### src/rtl/float_to_int_if.sv
// Handshake bundle between floatmul and the float-to-integer converter.
// The slave side is the converter; the master side feeds products and drains results.
interface float_to_int_if;
  logic        in_valid;
  logic        in_ready;
  logic [31:0] z;
  logic [1:0]  ovf;
  logic        out_valid;
  logic        out_ready;
  logic [31:0] result;
  logic        sat;
  logic        invalid;

  modport slave (
    input  in_valid, z, ovf, out_ready,
    output in_ready, out_valid, result, sat, invalid
  );

  modport master (
    output in_valid, z, ovf, out_ready,
    input  in_ready, out_valid, result, sat, invalid
  );
endinterface

### src/rtl/float_to_int.sv
// IEEE-754 single-precision to 32-bit signed integer, truncating toward zero.
// The mantissa is aligned by a one-bit-per-cycle shifter, then negated if needed.
module float_to_int #(
  parameter int WIDTH = 32,
  parameter int BIAS  = 127
) (
  input logic          clk,
  input logic          rst,
  float_to_int_if.slave bus
);

  localparam logic [1:0] IDLE  = 2'd0;
  localparam logic [1:0] SHIFT = 2'd1;
  localparam logic [1:0] DONE  = 2'd2;

  logic [1:0]       state;
  logic [WIDTH-1:0] mag;
  logic [4:0]       cnt;
  logic             left;
  logic             sign;
  logic             fixed;
  logic             sat_n;
  logic             inv_n;
  logic [WIDTH-1:0] result_q;
  logic             sat_q;
  logic             inv_q;
  logic             out_valid_q;

  logic [7:0]        e;
  logic [22:0]       frac;
  logic signed [9:0] ex;

  logic [WIDTH-1:0] cap_mag;
  logic [4:0]       cap_cnt;
  logic             cap_left;
  logic             cap_fixed;
  logic             cap_sat;
  logic             cap_inv;

  function automatic logic [WIDTH-1:0] sat_value(input logic neg);
    return neg ? {1'b1, {(WIDTH-1){1'b0}}} : {1'b0, {(WIDTH-1){1'b1}}};
  endfunction

  function automatic logic [WIDTH-1:0] apply_sign(input logic neg, input logic [WIDTH-1:0] m);
    return neg ? (~m + 1'b1) : m;
  endfunction

  assign e    = bus.z[30:23];
  assign frac = bus.z[22:0];
  assign ex   = $signed({2'b00, e}) - signed'(10'(BIAS));

  // Classify the product at accept time; special cases skip the shifter entirely.
  always_comb begin
    cap_mag   = {{(WIDTH-24){1'b0}}, 1'b1, frac};
    cap_cnt   = 5'd0;
    cap_left  = 1'b0;
    cap_fixed = 1'b1;
    cap_sat   = 1'b0;
    cap_inv   = 1'b0;
    if (bus.ovf == 2'b11 || (e == 8'hFF && frac != 23'd0)) begin
      cap_mag = '0;
      cap_inv = 1'b1;
    end else if (bus.ovf == 2'b01 || e == 8'hFF) begin
      cap_mag = sat_value(bus.z[31]);
      cap_sat = 1'b1;
    end else if (bus.ovf == 2'b10 || e == 8'h00 || ex < 10'sd0) begin
      cap_mag = '0;
    end else if (ex >= 10'sd31) begin
      // -2^31 is representable exactly, so it is not a clamp.
      if (ex == 10'sd31 && bus.z[31] && frac == 23'd0) begin
        cap_mag = sat_value(1'b1);
      end else begin
        cap_mag = sat_value(bus.z[31]);
        cap_sat = 1'b1;
      end
    end else begin
      cap_fixed = 1'b0;
      if (ex >= 10'sd23) begin
        cap_left = 1'b1;
        cap_cnt  = 5'(ex - 10'sd23);
      end else begin
        cap_cnt  = 5'(10'sd23 - ex);
      end
    end
  end

  always_ff @(posedge clk or negedge rst) begin
    if (!rst) begin
      state       <= IDLE;
      mag         <= '0;
      cnt         <= '0;
      left        <= 1'b0;
      sign        <= 1'b0;
      fixed       <= 1'b0;
      sat_n       <= 1'b0;
      inv_n       <= 1'b0;
      result_q    <= '0;
      sat_q       <= 1'b0;
      inv_q       <= 1'b0;
      out_valid_q <= 1'b0;
    end else begin
      case (state)
        IDLE: begin
          if (bus.in_valid) begin
            mag   <= cap_mag;
            cnt   <= cap_cnt;
            left  <= cap_left;
            sign  <= bus.z[31];
            fixed <= cap_fixed;
            sat_n <= cap_sat;
            inv_n <= cap_inv;
            state <= SHIFT;
          end
        end
        SHIFT: begin
          if (cnt != 5'd0) begin
            mag <= left ? (mag << 1) : (mag >> 1);
            cnt <= cnt - 5'd1;
          end else begin
            result_q    <= fixed ? mag : apply_sign(sign, mag);
            sat_q       <= sat_n;
            inv_q       <= inv_n;
            out_valid_q <= 1'b1;
            state       <= DONE;
          end
        end
        DONE: begin
          if (bus.out_ready) begin
            out_valid_q <= 1'b0;
            state       <= IDLE;
          end
        end
        default: state <= IDLE;
      endcase
    end
  end

  assign bus.in_ready  = (state == IDLE);
  assign bus.out_valid = out_valid_q;
  assign bus.result    = result_q;
  assign bus.sat       = sat_q;
  assign bus.invalid   = inv_q;

endmodule

### src/flat_wrapper.sv
// flat-port wrapper written by rule: the top's interface ports become plain ports
module float_to_int_flat 
#(
  parameter int WIDTH = 32,
  parameter int BIAS  = 127
)
  (clk, rst, bus_in_valid, bus_z, bus_ovf, bus_out_ready, bus_in_ready, bus_out_valid, bus_result, bus_sat, bus_invalid);
  float_to_int_if bus_i ();
  input logic clk;
  input logic rst;
  input wire logic [$bits(bus_i.in_valid)-1:0] bus_in_valid;
  input wire logic [$bits(bus_i.z)-1:0] bus_z;
  input wire logic [$bits(bus_i.ovf)-1:0] bus_ovf;
  input wire logic [$bits(bus_i.out_ready)-1:0] bus_out_ready;
  output wire logic [$bits(bus_i.in_ready)-1:0] bus_in_ready;
  output wire logic [$bits(bus_i.out_valid)-1:0] bus_out_valid;
  output wire logic [$bits(bus_i.result)-1:0] bus_result;
  output wire logic [$bits(bus_i.sat)-1:0] bus_sat;
  output wire logic [$bits(bus_i.invalid)-1:0] bus_invalid;
  assign bus_i.in_valid = bus_in_valid;
  assign bus_i.z = bus_z;
  assign bus_i.ovf = bus_ovf;
  assign bus_i.out_ready = bus_out_ready;
  assign bus_in_ready = bus_i.in_ready;
  assign bus_out_valid = bus_i.out_valid;
  assign bus_result = bus_i.result;
  assign bus_sat = bus_i.sat;
  assign bus_invalid = bus_i.invalid;
  float_to_int #(.WIDTH(WIDTH), .BIAS(BIAS)) u_core (.clk(clk), .rst(rst), .bus(bus_i));
endmodule
### config.mk
export PLATFORM = sky130hd
export DESIGN_NAME = float_to_int_flat
export DESIGN_NICKNAME = d
export VERILOG_FILES = /design/src/rtl/float_to_int_if.sv /design/src/rtl/float_to_int.sv /design/src/flat_wrapper.sv
export SDC_FILE = /design/constraint.sdc
export NUM_CORES = 1
export LEC_CHECK = 0
export ABC_CLOCK_PERIOD_IN_PS = 5900
export CAP_MARGIN = 20
export CORE_ASPECT_RATIO = 0.6
export CORE_MARGIN = 4
export CORE_UTILIZATION = 35
export CTS_BUF_LIST = sky130_fd_sc_hd__clkbuf_8
export DETAILED_ROUTE_END_ITERATION = 16
export GPL_TIMING_DRIVEN = 0
export MAX_ROUTING_LAYER = met4
export PLACE_DENSITY = 0.62
export SLEW_MARGIN = 20
export SYNTH_ARGS = -nofsm -noshare
export SYNTH_HDL_FRONTEND = slang
export SYNTH_SLANG_ARGS = --single-unit
### constraint.sdc
create_clock -name clk -period 5.9 [get_ports clk]
set_input_delay 1.18 -clock clk [delete_from_list [all_inputs] [get_ports clk]]
set_output_delay 1.18 -clock clk [all_outputs]
set_load 0.03 [all_outputs]
* Yosys cells after proc, flatten, opt, wreduce, memory -nomap -nowiden
Cells that the tools add are included.
Word-level totals: flip-flop bits (word level) 79, latch bits 0, RAM bits 0, bits in read-only memories 0, output and inout bits 36, logic and storage cells 94, memories 0
Cells by class: add/subtract/negate cells 5, multipliers 0, divide/modulo/power cells 0, order comparisons 3, eq/ne operators 11, shift operators 0, muxes and demuxes 42, bitwise operators 2, reductions and logical operators 19
Operators by type and width (count):
- 32-bit two-way mux | 11
- 32-bit one-hot mux with 2 select lines | 1
- 5-bit two-way mux | 7
- 32-bit by 1-bit adder with 32-bit output (second input constant) | 1
- 32-bit NOT | 1
- 23-bit logical NOT | 1
- 23-bit nonzero test | 1
- 9-bit by 6-bit greater-or-equal comparator with 1-bit output (second input constant) | 2
- 1-bit two-way mux | 17
- 5-bit one-hot mux with 2 select lines | 1
- 9-bit by 6-bit equality test with 1-bit output (second input constant) | 1
- 9-bit by 1-bit less-than comparator with 1-bit output (second input constant) | 1
- 3-bit AND reduction | 3
- 8-bit by 7-bit subtractor with 9-bit output (second input constant) | 1
- 8-bit equality test (second input constant) | 1
- 8-bit logical NOT | 1
- 2-bit equality test (second input constant) | 3
- 2-bit two-way mux | 3
- 2-bit != test (second input constant) | 3
- 2-bit one-hot mux with 3 select lines | 1
- 5-bit nonzero test | 1
- 5-bit by 1-bit subtractor with 5-bit output (second input constant) | 1
- 5-bit subtractor (first input constant) | 1
- 5-bit subtractor (second input constant) | 1
- 9 further kinds | 17

* Logic depth before layout (Yosys ltp)
depth in word-level cells 11, gate-level depth with buffers 10

* Worst setup path before layout
Ideal clock, no wire load.
kind input to register, start input bus_z[23], end register u_core.sat_n, library setup time 0.121 ns, data arrival time 3.258 ns, setup slack 2.521 ns, stages 7, path buffers 0, cell sequence ha_1 > or3b_1 > a211o_1 > a2111o_1 > or4_1 > a31oi_1 > o21ai_1
Between the ends: cells in the longest elaborated chain, start to end 9, elaborated cells on any way between the ends 18
Ends and longest elaborated chain:
- from (decl) | RTL line flat_wrapper.sv:12 | input wire logic [$bits(bus_i.z)-1:0] bus_z;
- parallel branches: the longest is 8 deep, another holds 8-bit by 7-bit subtractor with 9-bit output
- 1-bit two-way mux * | RTL line float_to_int.sv:60 | if (bus.ovf == 2'b11 || (e == 8'hFF && frac != 23'd0)) begin
- to (signal assigned) | RTL line float_to_int.sv:110 | sat_n <= cap_sat;
- to (decl) | RTL line float_to_int.sv:22 | logic sat_n;
Mark *: on every way between the ends. A chain may end at the register's enable or synchronous reset.

* Worst setup path in the final report
start input bus_z[23], end register u_core.mag[4]
Between the ends: cells in the longest elaborated chain, start to end 11, elaborated cells on any way between the ends 20
Ends and longest elaborated chain:
- parallel branches: the longest is 8 deep, another holds 8-bit by 7-bit subtractor with 9-bit output
- 32-bit two-way mux * | RTL line float_to_int.sv:60
- 32-bit two-way mux * | RTL line float_to_int.sv:104 | if (bus.in_valid) begin
- 32-bit one-hot mux with 2 select lines * | RTL line float_to_int.sv:102 | case (state)
- to (signal assigned) | RTL line float_to_int.sv:105 | mag <= cap_mag;
- to (signal assigned) | RTL line float_to_int.sv:117 | mag <= left ? (mag << 1) : (mag >> 1);
- to (decl) | RTL line float_to_int.sv:17 | logic [WIDTH-1:0] mag;
Mark *: on every way between the ends. The select of a mux whose other input is x is not followed.

==> impl_metrics.tcl <==
set metrics [dict create \
    diodes 0 \
    multiInputGateArea_um2 2810 \
    async_flop_share_pct 100 \
    r2r-start "u_core.mag[4]$_DFFE_PN0P_" \
    pin_count 74 \
    cts_buffers 9 \
    first_pass_iters 5 \
    relSlewSlack_pct 48.2 \
    yosysTopAreaCellShare_pct 39.6 \
    crit_fanout 10 \
    nFillCells 1362 \
    rows 33 \
    ys_types 57 \
    p_sw_mw 1.76 \
    ir_worst_vdd_uv 251 \
    final.min_clock_period_ns 4.05 \
    wirelength_mm 15.4 \
    worst_pin_slew_ns 0.771 \
    p_int_mw 1.84 \
    hp-start "u_core.sat_n$_DFFE_PN0P_" \
    antenna_found_initial 0 \
    syn-cell-area_um2 4990 \
    die-area_um2 16300 \
    gp_congestion 0.918 \
    cts.repair.resized 0 \
    p_per_area_nw_per_um2 585 \
    clock-root-buffer "clkbuf_8" \
    ant_nets 0 \
    post_cts_buffers 0 \
    p_sw_share_pct 48.9 \
    fin_crit_sh_pct 68.7 \
    place_area_um2 5990 \
    dp_hpwl_mm 11.7 \
    initial_core_util_pct 36.2 \
    route.detailed.drc 0 \
    grt_pass1_vias 4462 \
    seqCellArea_um2 1980 \
    pwr-share-comb_pct 59.3 \
    end_kind "flip-flop" \
    clock-skew-final_ns 0.00765 \
    crit_chain "clkdlybuf4s50_1 -> nand3_1 -> xor2_1 -> inv_1 -> ha_1 -> and3_1 -> a21oi_1 -> o21ai_2 -> nor3_1 -> buf_2 -> a221oi_2" \
    synth_ff_type "dfrtp_1" \
    whs_ns 0.496 \
    setup_viol_count_final 0 \
    ys_seq_area_share_pct 39.6 \
    cts_tree "done" \
    min_path_type "reg2reg" \
    drive_gt1_share_pct 11.8 \
    worstPathArrival_ns 4.30 \
    postLayoutCellArea_um2 6150 \
    critical_path.endpoint "u_core.mag[4]$_DFFE_PN0P_" \
    crit_type "in2reg" \
    reg2reg_setup_slack_ns 2.91 \
    nets 685 \
    synth_edf_count 0 \
    synthTopCellsByArea "dfrtp_1 40%, a21oi_1 7.2%, mux2_2 6.8%, nor2_1 5.9%, a221oi_2 4.5%" \
    crit_cells 11 \
    leakagePower_nw 2.36 \
    ys_seq_elements 79 \
    via_count 4722 \
    max-cap-violations 0 \
    slew_violations 0 \
    r2r-end "u_core.bus.result[27]$_DFFE_PN0P_" \
    cp-start-kind "input pin" \
    path_delay_family "buffers and inverters" \
    syn_inst 554 \
    p_seq_share_pct 30.7 \
    crit_start "bus_z[23]" \
    die_h_um 101 \
    grt_pass1_wl_mm 24.3 \
    syn-mean-instance-area_um2 9.01 \
    area_growth_pct 23.2 \
    synth_area_leader_cell "dfrtp_1" \
    grt_max_degree 47 \
    io_buffers 73 \
    drt-vias-per-instance 5.66 \
    rsz0062_at_grt "false" \
    synth_fp_nets 600 \
    max_freq_ghz 0.247 \
    insertion_delay_ns 0.37 \
    crit_slowest_cell "clkdlybuf4s50_1" \
    htree_levels 3 \
    yosysWarningCount 0 \
    path_clk_slew_ns 0.09 \
    cts_buffer_depth 2 \
    grt_usage_pct 19.7 \
    fin_tns_setup_ns 0 \
    clkPwrFrac_pct 9.9 \
    die_w_um 162 \
    rr_worst_depth 7 \
    cts_sinks 79 \
    worst_path_largest_cell_delay_ns 0.58 \
    core_um2 13800 \
    ctsHoldBuffers 0 \
    required_ns 6.14 \
    avgRoutedWirePerCell_um 18.4 \
    outcome "completed" \
    grt_overflow 0 \
    hold_viol_final 0 \
    crit_buf_inv 3 \
    drt_iter0_drc 480 \
]
==> registers in the layout, summed over array words and instances (netlist names) <==
| name | flops |
|---|---|
| u_core.bus.out_valid | 1 |
| u_core.bus.invalid | 1 |
| u_core.mag | 32 |
| u_core.cnt | 5 |
| u_core.fixed | 1 |
| u_core.inv_n | 1 |
| u_core.state | 2 |
| u_core.sign | 1 |
| u_core.left | 1 |
| u_core.bus.sat | 1 |
| u_core.sat_n | 1 |
| u_core.bus.result | 32 |
==> cell usage in the layout, fill, tap and decap left out, drive strengths merged, types with 3 or more instances in the layout <==
cell,count
a21oi,73
a221oi,18
a222oi,5
a31oi,15
buf,12
clkbuf,32
clkdlybuf4s50,72
clkinvlp,3
dfrtp,79
ha,8
inv,18
mux2,30
nand2,49
nand2b,4
nand3,7
nor2,78
nor2b,4
nor3,7
nor3b,3
nor4,11
o211ai,4
o21a,3
o21ai,24
o31ai,10
or3,4
or4,5
xnor2,20
xor2,15
==> stage by stage <==
step / power [mW] / setup WS [ns] / instances / utilization [%]
6_report: 3.60 / 1.85 / 835 / 44.6
2_1_floorplan: 2.51 / 2.52 / 554 / -
4_1_cts: 3.59 / 1.86 / 835 / 44.6
3_3_place_gp: 3.16 / 0.812 / 819 / 43.2
5_1_grt: 3.87 / 1.57 / 835 / 44.6
3_5_place_dp: 3.22 / 1.45 / 820 / 43.4
==> worst min-delay path by stage <==
stage	endpoint	slack (ns)	depth (start not counted)
after floorplan	u_core.sat_n$_DFFE_PN0P_	0.45	2
after global placement	u_core.sat_n$_DFFE_PN0P_	0.48	2
after detailed placement	u_core.sat_n$_DFFE_PN0P_	0.49	2
after CTS	u_core.sat_n$_DFFE_PN0P_	0.51	2
after global routing	u_core.sat_n$_DFFE_PN0P_	0.53	2
final	u_core.sat_n$_DFFE_PN0P_	0.50	2
==> power groups by stage <==
stage	Sequential, mW	Combinational (mW)	Clock [mW]
finish	1.11	2.13	0.358
global placement	1.09	2.07	0
CTS	1.10	2.13	0.368
detailed placement	1.11	2.11	0
floorplan	1.27	1.24	0
global route	1.15	2.33	0.391
==> routing by layer <==
metal	wire, um	GRT usage [%]	vias to the layer above
met1	7950	30.4	2302
li1	-	-	2192
met3	1190	5.15	16
met2	6160	25.7	212
met4	92	3.51	0
met5	0	-	-
==> worst min-delay path: cells and delay by family (launching register included) <==
family / cells / cell delay, ns
AOI/OAI and AO/OA: 1 / 0.06
DFF: 1 / 0.35
and+or+nand+nor: 1 / 0.05
==> area by class of cell <==
cell class / instances / share of cell area, %
flip-flops and latches: 79 / 32.1
clock inverters: 6 / 0.651
plain buffers: 33 / 2.32
well taps: 192 / 3.90
clock buffers: 9 / 2.01
multi-input cells: 425 / 45.7
repair buffers: 74 / 12.3
inverters: 17 / 1.04
==> cells in the mapped netlist (2+ instances only) <==
| cell | number |
|---|---|
| xnor2_1 | 20 |
| buf_1 | 5 |
| nor4b_1 | 2 |
| a221oi_1 | 3 |
| or3_1 | 4 |
| xor2_1 | 15 |
| o21a_1 | 3 |
| nor3_1 | 7 |
| a21oi_1 | 72 |
| nand2_1 | 49 |
| o21ai_0 | 19 |
| a31oi_1 | 15 |
| ha_1 | 8 |
| nor4_1 | 8 |
| a222oi_1 | 5 |
| o31ai_1 | 9 |
| o211ai_1 | 4 |
| clkbuf_1 | 23 |
| a221oi_2 | 15 |
| dfrtp_1 | 79 |
| o21ai_1 | 4 |
| mux2i_1 | 2 |
| mux2_2 | 30 |
| o41ai_2 | 2 |
| nor2_1 | 78 |
| or4_1 | 5 |
| a211o_1 | 2 |
| buf_6 | 2 |
| nor4_4 | 2 |
| and3_1 | 2 |
| nor3b_1 | 3 |
| nand4_1 | 2 |
| nand3_1 | 7 |
| inv_1 | 17 |
| nand2b_1 | 4 |
| buf_2 | 3 |
| nor2b_1 | 4 |
==> kinds of logic after synthesis <==
logic type / Yosys count / share of synthesized area [%]
xor gates and xnor gates: 35 / 6.14
DFF: 79 / 39.6
adders and majority gates: 8 / 2.00
and+or+nand+nor: 185 / 17.8
muxes: 32 / 7.17
AOI/OAI and AO/OA: 165 / 23.2
buffers and inverters: 50 / 4.13
No activity file was read; power rests on OpenSTA's default activity.
